**src/rtl/piano_pkg.sv**
```systemverilog
`default_nettype none
// ============================================================================
//  Module      : piano_pkg
//  Description : Shared constants and types for the keyboard-to-voice path:
//                event message layout, allocator FSM states, note event.
//  Revision    : 1.0  initial release
// ============================================================================
package piano_pkg;

  localparam int MSG_ON_BIT = 7;
  localparam int NOTE_W     = 7;

  typedef enum logic [1:0] {
    IDLE   = 2'd0,
    SCAN   = 2'd1,
    COMMIT = 2'd2
  } state_t;

  typedef struct packed {
    logic              on;
    logic [NOTE_W-1:0] note;
  } note_event_t;

endpackage
`default_nettype wire

```
**src/rtl/sync_edge.sv**
```systemverilog
`default_nettype none
// ============================================================================
//  Module      : sync_edge
//  Description : Two-flop synchronizer for an asynchronous level followed by
//                a single-cycle rising-edge pulse.
//  Revision    : 1.0  initial release
// ============================================================================
module sync_edge (
  input  logic clk,
  input  logic rst,
  input  logic d,
  output logic rise
);

  logic s1_q;
  logic s2_q;
  logic s3_q;

  // Synchronizer chain plus one history flop for edge detection.
  always_ff @(posedge clk or posedge rst) begin
    if (rst) begin
      s1_q <= 1'b0;
      s2_q <= 1'b0;
      s3_q <= 1'b0;
    end else begin
      s1_q <= d;
      s2_q <= s1_q;
      s3_q <= s2_q;
    end
  end

  // A long high level produces a single pulse; a low sample re-arms it.
  assign rise = s2_q & ~s3_q;

endmodule
`default_nettype wire

```
**src/rtl/voice_alloc.sv**
```systemverilog
`default_nettype none
// ============================================================================
//  Module      : voice_alloc
//  Description : Polyphonic voice allocator. Takes note-on/note-off events
//                from the keyboard scanner, assigns them to a voice pool and
//                steals the least-recently-assigned voice when full.
//  Revision    : 1.0  initial release
// ============================================================================
module voice_alloc
  import piano_pkg::*;
#(
  parameter int VOICES = 4,
  parameter int RANK_W = $clog2(VOICES)
) (
  input  logic                     clk,
  input  logic                     rst,
  input  logic                     clk_msg,
  input  logic [7:0]               msg,
  output logic [VOICES-1:0]        voice_gate,
  output logic [NOTE_W*VOICES-1:0] voice_note,
  output logic [VOICES-1:0]        voice_trig,
  output logic                     busy,
  output logic                     dropped
);

  localparam logic [RANK_W-1:0] c_last_idx = RANK_W'(VOICES - 1);

  logic                rise;
  logic                consume;

  state_t              state_q;
  state_t              state_d;

  logic                pend_valid_q;
  note_event_t         pend_msg_q;
  logic                dropped_q;

  note_event_t         work_q;
  logic [RANK_W-1:0]   idx_q;
  logic                hit_found_q;
  logic [RANK_W-1:0]   hit_idx_q;
  logic                free_found_q;
  logic [RANK_W-1:0]   free_idx_q;
  logic [RANK_W-1:0]   old_idx_q;
  logic [RANK_W-1:0]   tgt_idx;

  logic [VOICES-1:0]   gate_q;
  logic [NOTE_W-1:0]   note_q [VOICES];
  logic [RANK_W-1:0]   rank_q [VOICES];
  logic [VOICES-1:0]   trig_q;

  sync_edge u_sync_edge (
    .clk  (clk),
    .rst  (rst),
    .d    (clk_msg),
    .rise (rise)
  );

  // The slot is freed in the same cycle IDLE moves it to the working register.
  assign consume = (state_q == IDLE) && pend_valid_q;

  // Single-entry pending slot; a second event arriving while it is occupied is lost.
  always_ff @(posedge clk or posedge rst) begin
    if (rst) begin
      pend_valid_q <= 1'b0;
      pend_msg_q   <= '0;
      dropped_q    <= 1'b0;
    end else begin
      dropped_q <= 1'b0;
      if (rise) begin
        if (pend_valid_q && !consume) begin
          dropped_q <= 1'b1;
        end else begin
          pend_valid_q <= 1'b1;
          pend_msg_q   <= '{on: msg[MSG_ON_BIT], note: msg[NOTE_W-1:0]};
        end
      end else if (consume) begin
        pend_valid_q <= 1'b0;
      end
    end
  end

  // FSM state register.
  always_ff @(posedge clk or posedge rst) begin
    if (rst) begin
      state_q <= IDLE;
    end else begin
      state_q <= state_d;
    end
  end

  // FSM next-state: one cycle per voice in SCAN, then a single COMMIT cycle.
  always_comb begin
    state_d = state_q;
    case (state_q)
      IDLE:    if (pend_valid_q) state_d = SCAN;
      SCAN:    if (idx_q == c_last_idx) state_d = COMMIT;
      COMMIT:  state_d = IDLE;
      default: state_d = IDLE;
    endcase
  end

  // FSM outputs.
  always_comb begin
    busy = (state_q != IDLE);
  end

  // Scan bookkeeping: lowest matching held voice, lowest free voice, oldest voice.
  always_ff @(posedge clk or posedge rst) begin
    if (rst) begin
      work_q       <= '0;
      idx_q        <= '0;
      hit_found_q  <= 1'b0;
      hit_idx_q    <= '0;
      free_found_q <= 1'b0;
      free_idx_q   <= '0;
      old_idx_q    <= '0;
    end else begin
      case (state_q)
        IDLE: begin
          if (pend_valid_q) begin
            work_q       <= pend_msg_q;
            idx_q        <= '0;
            hit_found_q  <= 1'b0;
            free_found_q <= 1'b0;
          end
        end
        SCAN: begin
          idx_q <= idx_q + 1'b1;
          if (!hit_found_q && gate_q[idx_q] && (note_q[idx_q] == work_q.note)) begin
            hit_found_q <= 1'b1;
            hit_idx_q   <= idx_q;
          end
          if (!free_found_q && !gate_q[idx_q]) begin
            free_found_q <= 1'b1;
            free_idx_q   <= idx_q;
          end
          if (rank_q[idx_q] == c_last_idx) begin
            old_idx_q <= idx_q;
          end
        end
        default: ;
      endcase
    end
  end

  // Note-on target priority: retrigger a held match, else a free voice, else steal.
  always_comb begin
    tgt_idx = old_idx_q;
    if (hit_found_q) begin
      tgt_idx = hit_idx_q;
    end else if (free_found_q) begin
      tgt_idx = free_idx_q;
    end
  end

  // Voice state and LRU ranks change only in COMMIT, so SCAN sees a stable snapshot.
  always_ff @(posedge clk or posedge rst) begin
    if (rst) begin
      gate_q <= '0;
      trig_q <= '0;
      for (int i = 0; i < VOICES; i++) begin
        note_q[i] <= '0;
        rank_q[i] <= RANK_W'(i);
      end
    end else begin
      trig_q <= '0;
      if (state_q == COMMIT) begin
        if (work_q.on) begin
          gate_q[tgt_idx] <= 1'b1;
          note_q[tgt_idx] <= work_q.note;
          trig_q[tgt_idx] <= 1'b1;
          // Voices younger than the target age by one; the target becomes youngest.
          for (int v = 0; v < VOICES; v++) begin
            if (rank_q[v] < rank_q[tgt_idx]) begin
              rank_q[v] <= rank_q[v] + 1'b1;
            end
          end
          rank_q[tgt_idx] <= '0;
        end else if (hit_found_q) begin
          gate_q[hit_idx_q] <= 1'b0;
        end
      end
    end
  end

  for (genvar g = 0; g < VOICES; g++) begin : g_note_out
    assign voice_note[NOTE_W*g +: NOTE_W] = note_q[g];
  end

  assign voice_gate = gate_q;
  assign voice_trig = trig_q;
  assign dropped    = dropped_q;

endmodule
`default_nettype wire

```
**config.mk**
```make
export PLATFORM = sky130hd
export DESIGN_NAME = voice_alloc
export DESIGN_NICKNAME = d
export VERILOG_FILES = /design/src/rtl/piano_pkg.sv /design/src/rtl/sync_edge.sv /design/src/rtl/voice_alloc.sv
export SDC_FILE = /design/constraint.sdc
export NUM_CORES = 1
export LEC_CHECK = 0
export CAP_MARGIN = 15
export CORE_ASPECT_RATIO = 0.9
export CORE_UTILIZATION = 49
export CTS_BUF_LIST = sky130_fd_sc_hd__clkbuf_16
export DETAILED_ROUTE_END_ITERATION = 8
export PLACE_DENSITY = 0.88
export SETUP_SLACK_MARGIN = 0.5
export SLEW_MARGIN = 20
export SYNTH_ARGS = -nofsm -noshare
export SYNTH_HDL_FRONTEND = slang
export SYNTH_SLANG_ARGS = --single-unit
```
**constraint.sdc**
```tcl
create_clock -name clk -period 2.4 [get_ports clk]
set_input_delay 0.48 -clock clk [delete_from_list [all_inputs] [get_ports clk]]
set_output_delay 0.48 -clock clk [all_outputs]
set_load 0.005 [all_outputs]
```
==> results.sh <==
export IMPL_clk_latency_ns=0.34
export IMPL_grt_pass1_wl_um=12700
export IMPL_synth_cells=248
export IMPL_crit_top_cell="buf_4"
export IMPL_fill_cells=398
export IMPL_ir_drop_uv=932
export IMPL_via_count=2446
export IMPL_yosysSeqAreaShare_pct=56.9
export IMPL_dp_cells=385
export IMPL_grt_use_total_pct=23.3
export IMPL_slowest_delay_ns=0.53
export IMPL_ant_nets=0
export IMPL_cts_htree_levels=3
export IMPL_dieHeight_um=81.0
export IMPL_grt_max_degree=78
export IMPL_routed_wl_um=8670
export IMPL_crit_arrival_ns=2.48
export IMPL_die_area_mm2=0.00727
export IMPL_path_max_fanout=5
export IMPL_clock_path_buffers=2
export IMPL_port_buffers=48
export IMPL_antenna_found_initial=0
export IMPL_rsz0062_at_grt="true"
export IMPL_outcome="finished, final reports clean"
export IMPL_n_antenna_cell=0
export IMPL_initial_core_util_pct=51.3
export IMPL_max_freq_mhz=443
export IMPL_clk_pin_slew_ns=0.06
export IMPL_ys_warn_count=0
export IMPL_critPathCaptureType="flip-flop"
export IMPL_slowest_stage="mux4_2"
export IMPL_wl_per_cell_um=20.6
export IMPL_fin_skew_ns=0.00663
export IMPL_slew_limit_headroom_pct=53.4
export IMPL_die_w_um=89.8
export IMPL_drc=0
export IMPL_hold_class="reg -> reg"
export IMPL_synthTopCellsByArea="dfrtp_1, mux2_2, mux4_1"
export IMPL_nets=337
export IMPL_synth_common_cells="dfrtp_1, mux2_2, nor2_1, o21ai_0, nand2_1"
export IMPL_cp_data_required_time_ns=2.62
export IMPL_yosysMostFrequentCell="dfrtp_1"
export IMPL_first_global_vias=2409
export IMPL_synth_edff_count=0
export IMPL_maxCapViolCount=0
export IMPL_boundaryPins=49
export IMPL_dpl_hpwl_um=4900
export IMPL_critPathTopFamily="multiplexers"
export IMPL_clock_sinks=77
export IMPL_yosysTopAreaCell="dfrtp_1"
export IMPL_setup_tns_ns=0
export IMPL_leakagePower_nw=2.02
export IMPL_cts_root_buf="clkbuf_16"
export IMPL_synthFlopType="dfrtp_1"
export IMPL_grt_ovfl_total=0
export IMPL_avgSynthCellArea_um2=13.7
export IMPL_yosysTopAreaCellShare_pct=53.8
export IMPL_synth_area_mm2=0.00340
export IMPL_powerDensity_mw_per_mm2=1180
export IMPL_final_cell_count_no_fill=420
export IMPL_highest_layer="met4"
export IMPL_syn_to_final_growth_pct=37.0
export IMPL_fin_crit_sh_pct=94.1
export IMPL_hold_viol_final=0
export IMPL_num_rows=28
export IMPL_start_kind="flip-flop"
export IMPL_tightest_slew_ns=0.690
export IMPL_drt_iter0_drc=186
export IMPL_drive_gt1_share_pct=41.8
export IMPL_numCtsBuffers=9
export IMPL_cts_tree="yes"
export IMPL_synth_cell_type_count=38
export IMPL_core_mm2=0.00662
export IMPL_finalCriticalPeriod_ns=2.26
export IMPL_place_congestion=0.784
export IMPL_slew_viol_final=0
export IMPL_critPathKind="reg -> reg"
export IMPL_route_met2_wl_um=4410
export IMPL_vias_per_cell=5.82
export IMPL_wl_met1_um=3340
export IMPL_dr_wl_met3_um=521
export IMPL_synthArstFlopShare_pct=100
export IMPL_setup_violations_final=0
export IMPL_ys_ff_latch=77
export IMPL_path_buf_inv=2
export IMPL_synth_fp_nets=260
export IMPL_worstPathCellList="buf_4 > buf_4 > mux4_2 > xor2_2 > nor4_4 > mux2_4"
export IMPL_first_pass_iters=4
[worst register-to-register path, cell delays in order (launching register included)]
cell and delay, ns:
dfrtp_2 0.43, buf_4 0.15, buf_4 0.11, mux4_2 0.53, xor2_2 0.19, nor4_4 0.40
mux2_4 0.34
[sequential cells by signal, summed over array words and instances (netlist names), 2 cells and up]
signal / cells
old_idx_q: 2
state_q: 2
free_idx_q: 2
idx_q: 2
voice_gate: 4
voice_trig: 4
rank_q: 8
hit_idx_q: 2
work_q: 8
pend_msg_q: 8
voice_note: 28
[worst paths after layout]
| check | startpoint | to | slack, ns | cells past startpoint |
|---|---|---|---|---|
| max in group asynchronous | rst | rank_q[1] | 1.45 | 3 |
| min in group asynchronous | rst | pend_msg_q[7] | 0.58 | 3 |
| worst max register to register | idx_q[0] | hit_idx_q[1] | 0.14 | 6 |
| worst min-delay path | u_sync_edge.s1_q | u_sync_edge.s2_q | 0.36 | 0 |
| worst min register to register | u_sync_edge.s1_q | u_sync_edge.s2_q | 0.36 | 0 |
| worst max-delay path | idx_q[0] | hit_idx_q[1] | 0.14 | 6 |
[per-layer routing]
| layer | track usage (%) | vias to the layer above |
|---|---|---|
| met1 | 29.3 | 1234 |
| met4 | 11.3 | 0 |
| met5 | 0 | - |
| met2 | 39.2 | 120 |
| li1 | - | 1052 |
| met3 | 4.87 | 40 |
[final cells by class]
cell class                 instances  area, um2  share of cell area, %
multi-input combinational        158       1550                   33.4
clock buffer                       9        225                   4.84
clock inverter                     7       82.6                   1.78
tap                               90        113                   2.42
sequential                        77       1940                   41.7
inverter                           4       21.3                  0.457
timing repair buffer              75        716                   15.4
[cells in the final DEF, fill, tap and decap left out, types with 7 or more instances in the layout]
| master | count |
|---|---|
| dfrtp_1 | 66 |
| clkdlybuf4s50_1 | 47 |
| mux2_2 | 43 |
| buf_4 | 17 |
| nand2_1 | 11 |
| nor2_1 | 11 |
| o21ai_0 | 11 |
| clkbuf_16 | 9 |
| mux4_2 | 8 |
| dfrtp_2 | 7 |
| buf_6 | 7 |
[kinds of logic after synthesis]
kind of cell | Yosys count | synth area share (%)
flops | 77 | 56.9
mux | 67 | 25.8
simple gates | 46 | 7.07
compound gates | 37 | 6.37
buf+inv | 13 | 1.73
xor+xnor | 7 | 1.81
fa+ha+maj | 1 | 0.368
[through the flow]
| step | hold slack (ns) | cell area (um2) | worst slack [ns] | power, mW | utilization, % |
|---|---|---|---|---|---|
| final | 0.356 | 4650 | 0.142 | 5.48 | 70.2 |
| after global routing | 0.377 | 4650 | 0.0936 | 5.73 | 70.2 |
| after CTS | 0.355 | 4420 | 0.221 | 5.18 | 66.8 |
| after detailed placement | 0.342 | 4030 | 0.102 | 3.60 | 60.8 |
| after global placement | 0.333 | 4030 | 0.231 | 3.53 | 60.8 |
| after floorplan | 0.331 | 3410 | 0.373 | 2.99 | - |
[where the power goes]
part | internal, mW | total [mW] | switching, mW
combinational | 1.15 | 1.91 | 0.754
clock | 0.819 | 1.40 | 0.577
sequential | 1.69 | 2.17 | 0.478
total | 3.67 | 5.48 | 1.81
[repair_timing]
action | in CTS | in global routing
pin swaps | 2 | 7
hold buffers | 0 | 0
buffers inserted | 7 | 11
setup endpoints to repair | 28 | 31
gates resized for setup | 21 | 35
gates cloned | 0 | 1
No activity file was read; power rests on OpenSTA's default activity.
